--- src/rtl/sub_bytes_seq.sv ---
// Sequential AES SubBytes: walks the 16 state bytes through one shared,
// externally instantiated synchronous S-box and reassembles the substituted state.
module sub_bytes_seq (
    input  logic         clk,
    input  logic         reset_n,
    input  logic         start,
    input  logic [127:0] state_in,
    output logic [7:0]   sbox_a,
    input  logic [7:0]   sbox_y,
    output logic [127:0] state_out,
    output logic         busy,
    output logic         done
);

    typedef enum logic {
        IDLE = 1'b0,
        RUN  = 1'b1
    } state_e;

    state_e         state_q, state_d;
    logic [4:0]     cnt_q, cnt_d;
    logic [127:0]   in_q, in_d;
    logic [127:0]   out_q, out_d;
    logic           done_q, done_d;
    logic [3:0]     rd_idx;
    logic [3:0]     wr_idx;

    // Byte k sits at bit offset 8*(15-k); for a 4-bit k, 15-k is simply ~k.
    always_comb begin
        rd_idx = cnt_q[4] ? 4'd15 : cnt_q[3:0];
        wr_idx = cnt_q[3:0] - 4'd1;
        sbox_a = (state_q == RUN) ? in_q[{~rd_idx, 3'b000} +: 8] : 8'h00;
    end

    always_comb begin
        state_d = state_q;
        cnt_d   = cnt_q;
        in_d    = in_q;
        out_d   = out_q;
        done_d  = 1'b0;
        case (state_q)
            IDLE: begin
                if (start) begin
                    in_d    = state_in;
                    cnt_d   = 5'd0;
                    state_d = RUN;
                end
            end
            RUN: begin
                // sbox_y trails the address by one edge, so it belongs to byte cnt-1.
                if (cnt_q != 5'd0) begin
                    out_d[{~wr_idx, 3'b000} +: 8] = sbox_y;
                end
                if (cnt_q[4]) begin
                    done_d  = 1'b1;
                    state_d = IDLE;
                end else begin
                    cnt_d = cnt_q + 5'd1;
                end
            end
            default: state_d = IDLE;
        endcase
    end

    always_ff @(posedge clk or negedge reset_n) begin
        if (!reset_n) begin
            state_q <= IDLE;
            cnt_q   <= 5'd0;
            in_q    <= 128'd0;
            out_q   <= 128'd0;
            done_q  <= 1'b0;
        end else begin
            state_q <= state_d;
            cnt_q   <= cnt_d;
            in_q    <= in_d;
            out_q   <= out_d;
            done_q  <= done_d;
        end
    end

    assign state_out = out_q;
    assign busy      = (state_q == RUN);
    assign done      = done_q;

endmodule

--- config.mk ---
export PLATFORM = sky130hd
export DESIGN_NAME = sub_bytes_seq
export DESIGN_NICKNAME = d
export VERILOG_FILES = /design/src/rtl/sub_bytes_seq.sv
export SDC_FILE = /design/constraint.sdc
export NUM_CORES = 1
export LEC_CHECK = 0
export CAP_MARGIN = 20
export CORE_UTILIZATION = 45
export CTS_CLUSTER_SIZE = 8
export DETAILED_ROUTE_END_ITERATION = 10
export DONT_BUFFER_PORTS = 1
export PLACE_DENSITY_LB_ADDON = 0.2
export SYNTH_ARGS = -nofsm -noshare
export SYNTH_HDL_FRONTEND = slang
export SYNTH_SLANG_ARGS = --single-unit
--- constraint.sdc ---
create_clock -name clk -period 10.9 [get_ports clk]
set_input_delay 0.545 -clock clk [delete_from_list [all_inputs] [get_ports clk]]
set_output_delay 0.545 -clock clk [all_outputs]
set_load 0.1 [all_outputs]
## After elaboration in Yosys (flattened, before gate mapping)

Cells that the tools add are included.

| word-level totals | value |
|---|---|
| flip-flop bits (word level) | 263 |
| output and inout port bits | 138 |
| input port bits | 139 |

| operators by class | value |
|---|---|
| bitwise gates (word level) | 3 |
| equal/unequal tests | 2 |
| shift-type cells | 3 |
| reductions and logical operators | 4 |
| add/sub/neg operators | 3 |
| mux-type cells | 11 |

Operators by type and width:

| operator | count |
|---|---|
| 128-bit bitwise mux | 1 |
| 8-bit by 9-bit variable shift with 128-bit output, first input constant | 1 |
| 128-bit by 8-bit variable part select with 8-bit output | 1 |
| 8-bit by 9-bit variable part select with 128-bit output | 1 |
| 5-bit two-way mux | 2 |
| 5-bit one-hot mux with 2 select lines | 1 |
| 7-bit negation with 9-bit output | 1 |
| 8-bit two-way mux | 1 |
| 4-bit inverter | 2 |
| 2-bit AND reduction | 3 |
| 5-bit by 1-bit adder with 5-bit output, second input constant | 1 |
| 5-bit nonzero test | 1 |
| 1-bit two-way mux | 4 |
| 4-bit two-way mux | 1 |
| 2-bit inequality test, second input constant | 2 |
| 4-bit by 1-bit subtractor with 4-bit output, second input constant | 1 |
| 1-bit one-hot mux with 2 select lines | 1 |
| 1-bit inverter | 1 |

## Logic depth before layout (Yosys ltp)

| depth | value |
|---|---|
| depth in word-level cells | 5 |
| gate-level depth with buffers | 13 |

## Worst setup path before layout

OpenSTA, ideal clock, no wires.

| timing path | value |
|---|---|
| kind | reg2out |
| start point | register cnt_q[0] |
| end point | output port sbox_a[0] |
| cell stages (with the launch flop) | 8 |
| required time | 10355 ps |
| slack | 7030 ps |
| arrival | 3325 ps |
| cell sequence | dfrtp_1 > buf_2 > buf_1 > buf_2 > mux2i_1 > a221oi_1 > a21oi_1 > a21oi_1 |

| on the way | value |
|---|---|
| cells in the longest elaborated chain, start to end | 4 |

RTL lines:

| item | RTL line | source |
|---|---|---|
| from (decl) | 21 | `logic [4:0] cnt_q, cnt_d;` |
| from (signal assigned) | 74 | `cnt_q <= cnt_d;` |
| 4-bit two-way mux | 30 | `rd_idx = cnt_q[4] ? 4'd15 : cnt_q[3:0];` |
| 4-bit inverter | 32 | `sbox_a = (state_q == RUN) ? in_q[{~rd_idx, 3'b000} +: 8] : 8'h00;` |
| 128-bit by 8-bit variable part select with 8-bit output | 32 |  |
| 8-bit two-way mux | 32 |  |
| to (decl) | 8 | `output logic [7:0] sbox_a,` |

Every way passes these cells.

## Worst setup path in the final report

| timing path | value |
|---|---|
| start point | register cnt_q[0] |
| end point | register out_q[68], in the netlist state_out[68] |

| on the way | value |
|---|---|
| cells in the longest elaborated chain, start to end | 5 |
| elaborated cells between the ends (all ways) | 8 |

RTL lines:

| item | RTL line | source |
|---|---|---|
| 4-bit by 1-bit subtractor with 4-bit output | 31 | `wr_idx = cnt_q[3:0] - 4'd1;` |
| 4-bit inverter | 52 | `out_d[{~wr_idx, 3'b000} +: 8] = sbox_y;` |
| 7-bit negation with 9-bit output | 52 |  |
| 8-bit by 9-bit variable part select with 128-bit output / 8-bit by 9-bit variable shift with 128-bit output (equally long branches) | 52 |  |
| 128-bit bitwise mux | 52 |  |
| to (signal assigned) | 76 | `out_q <= out_d;` |
| to (decl) | 23 | `logic [127:0] out_q, out_d;` |

Several ways; a longest one is shown, not always the timed one.
A chain may end at the register's enable or synchronous reset.

==> flow_results.org <==
** Place
- The HPWL after detailed placement is a little under 20,000 µm.
- Count of buffers inserted at the top-level ports :: 0
- Final RePlAce weighted congestion :: 0.806
- Minimum setup slack after placement :: roughly 5.7 ns

** Critical path
- Max Fanout on Critical Path :: 57
- Start point of the critical path :: cnt_q[0]
- In this run the critical register-to-register path is captured at state_out[68].
- STA puts the critical path data required time at 11.29 ns.
- The worst register-to-register path begins at cnt_q[0].
- At the worst endpoint, the arrival time is between 5 and 6 ns.
- The most critical setup path has its endpoint at state_out[68].
- Slack of the worst reg-to-reg path :: a little under 6 ns
- Worst Path Class, Setup :: flop to flop
- The worst setup path is captured at a flop.
- Count of cells along the worst register-to-register path :: 8
- Kind of start point of the critical path :: flop

** Clock tree
- The number of setup buffers added after CTS is 0.
- Library cell used as clock root buffer :: sky130_fd_sc_hd__clkbuf_16
- Longest Clk Path Bufs :: 3
- TritonCTS built the clock tree.
- The clock tree synthesis step divided the H-tree into 2 levels.
- Clock network latency to the later pin of the worst-skew pair :: 0.51 ns
- Counting every sink on the clock net gives roughly 260.
- Clk pin slew, worst setup/hold paths :: 0.05 ns
- In this run, CTS created clock tree buffers numbering 38.

** Global route
- Entering global routing, the biggest net connects approximately 260 pins.
- First-pass GRT wire length :: ~45,000 µm
- The initial antenna violation count is 0.
- GRT overflow :: 0
- Total routing resource utilization after global routing :: 0.221
- Via count of the first global-routing pass :: slightly below 8,000

** Routing
- After detailed routing, the number of remaining DRC violations is 0.
- Dividing the detail-routed wire length by the instance count gives between 20 and 25 µm.
- Antenna violation net count after detailed routing :: 0
- After detailed routing, the number of vias per cell comes to 5.40.
- The first detailed-routing pass ran for 5 iterations.
- Routed via count :: 7,803
- Routed Wire Length :: roughly 30,000 µm
- In this run, the number of DRC markers left after iteration 0 of detailed routing was 544.

** Outcome
- The run finished with clean final reports.

** Layout
- The top cell types in the final layout, fill and taps aside, are sky130_fd_sc_hd__nand2_1 (416), sky130_fd_sc_hd__dfrtp_1 (261), sky130_fd_sc_hd__mux2_2 (89).
- Area grow syn2layout :: 13.1%
- 0 antenna diodes ended up in the layout.
- The final layout contains roughly 1,300 nets.
- Leaving out fill and tap cells, the most frequent cell in the layout is sky130_fd_sc_hd__nand2_1.
- Of the cells placed in the final design, the portion with a size suffix greater than 1 is 0.177.
- Final core utilization :: 0.522

** Yosys
- Synthesis handed over a netlist of 1,119 instances.
- Count of flip-flops with a built-in enable after synthesis :: 0
- Synthesized area :: 11,700 µm²
- Register bit total from synthesis :: approximately 260
- Flip-flop cell with the highest count after synthesis :: sky130_fd_sc_hd__dfrtp_1
- Seq/Total Area, Yosys :: 0.563
- The number of nets in the synthesized netlist is between 1,000 and 1,500.
- The number of different library cells used by synthesis comes to between 40 and 50.
- For this run, asynchronously set or reset flops after synthesis account for 1.00.
- Yosys printed 0 warnings.
- After synthesis, the mean cell area works out to between 10 and 15 µm².

** Floorplan
- Width of the die :: between 150 and 200 µm
- Top Ports :: approximately 280
- Effective utilization at floorplan :: 0.462
- Row generation in the floorplan step produced between 50 and 60 rows.
- Die boundary height :: around 160 µm
- Floorplan core area :: roughly 25,000 µm²
- The die covers between 20,000 and 30,000 µm².

** Hold path
- The worst hold path belongs to the class input port to flop.

** Timing
- Setup violations remaining at the end of the flow were counted as 0.
- Max Freq :: just under 200 MHz
- Setup repair after global routing left no endpoint under its margin.
- Final hold vios :: 0
- Transition time at the pin with the least slew margin :: 1.08 ns
- Final Worst Setup Slack :: ~5.8 ns
- Final-layout setup total negative slack :: 0 ns
- Period utilisation layout :: 0.471
- Number of max-slew violations in the final report :: 0
- Across the routed clock network, the largest skew measured is 0.00722 ns.
- Across all hold checks on the routed design, the worst slack comes to 0.140 ns.
- Counting I/O delays and the setup requirement, the final critical path takes about 5.1 ns.
- Slew HR :: 0.271

** Run
- Max_cap viols :: 0
-- through the flow --
stage / instances / cell area [µm²]
detailed placement: 1400 / 12100
finish: 1446 / 13200
CTS: 1444 / 13200
global placement: 1394 / 12000
global route: 1446 / 13200
floorplan: 1119 / 11700
-- worst max-delay path, stage by stage, from the launching register on --
cell and delay (ns):
sky130_fd_sc_hd__dfrtp_4 0.98, sky130_fd_sc_hd__clkinv_1 0.86, sky130_fd_sc_hd__ha_1 0.95, sky130_fd_sc_hd__mux2i_1 0.23, sky130_fd_sc_hd__a2111oi_4 0.61, sky130_fd_sc_hd__nor3_2 0.09
sky130_fd_sc_hd__buf_4 0.22, sky130_fd_sc_hd__nor4b_4 0.70, sky130_fd_sc_hd__mux2_4 0.35
-- cells in the mapped netlist (2+ instances only) --
library cell,n,share of area
sky130_fd_sc_hd__nor4_2,4,0.0043
sky130_fd_sc_hd__o21ai_0,29,0.012
sky130_fd_sc_hd__nor2b_1,5,0.0027
sky130_fd_sc_hd__nor2_2,4,0.0021
sky130_fd_sc_hd__nor2_1,40,0.013
sky130_fd_sc_hd__mux2i_1,9,0.0077
sky130_fd_sc_hd__mux2_4,8,0.010
sky130_fd_sc_hd__ha_1,6,0.0064
sky130_fd_sc_hd__buf_1,6,0.0019
sky130_fd_sc_hd__and3b_1,3,0.0022
sky130_fd_sc_hd__mux2_1,31,0.030
sky130_fd_sc_hd__nand2_1,417,0.13
sky130_fd_sc_hd__and3_1,11,0.0059
sky130_fd_sc_hd__mux4_2,16,0.031
sky130_fd_sc_hd__a21oi_1,42,0.018
sky130_fd_sc_hd__nand3b_1,2,0.0013
sky130_fd_sc_hd__buf_2,8,0.0034
sky130_fd_sc_hd__a221oi_1,8,0.0060
sky130_fd_sc_hd__mux2_2,89,0.086
sky130_fd_sc_hd__nand3_1,2,0.00086
sky130_fd_sc_hd__nand2b_1,12,0.0064
sky130_fd_sc_hd__a2111oi_4,2,0.0047
sky130_fd_sc_hd__o22ai_1,16,0.0086
sky130_fd_sc_hd__nand4_1,2,0.0011
sky130_fd_sc_hd__and2_1,18,0.0096
sky130_fd_sc_hd__inv_1,3,0.00096
sky130_fd_sc_hd__dfrtp_1,263,0.56
sky130_fd_sc_hd__clkbuf_1,48,0.015
-- repair_timing --
action                    in CTS  in global routing
resized for setup              0                  0
hold buffers                   1                  1
hold endpoints to repair     263                 40
-- cell families after synthesis --
logic type | after synthesis | synth area share
muxes | 153 | 0.164
and+or+nand+nor | 527 | 0.189
adders and majority gates | 6 | 0.00642
buffers and inverters | 68 | 0.0233
DFF | 263 | 0.563
AOI/OAI and AO/OA | 102 | 0.0536
-- worst min-delay path by stage --
stage	startpoint	to	slack, ns	cells past startpoint
after floorplan	reset_n	busy	0.25	0
after global placement	reset_n	state_out[18]	0.26	0
after detailed placement	reset_n	state_out[16]	0.25	0
after CTS	state_in[86]	in_q[86]	0.12	2
after global routing	state_in[22]	in_q[22]	0.13	2
final	state_in[105]	in_q[105]	0.14	2
-- registers in the layout, summed over array words and instances, names as in the netlist --
| signal | flops |
|---|---|
| in_q | 128 |
| state_out | 128 |
| cnt_q | 5 |
| busy | 1 |
| done | 1 |
-- final cells by class --
class,count,area [µm²]
clock buffers,43,1030
fillers,2280,12100
inverters,5,18.8
multi-input cells,788,4880
flip-flops and latches,263,6590
well taps,330,413
repair buffers,17,290
-- per-layer routing --
layer	up-vias	wire length, µm	global-route usage
li1	3694	-	-
met1	3779	12400	0.286
met2	287	14000	0.356
met3	43	2520	0.0678
met4	0	613	0.0680
met5	-	0	0
Power is not shown: default switching activity piles up to over one toggle a cycle in this logic, so the estimate is an artifact.
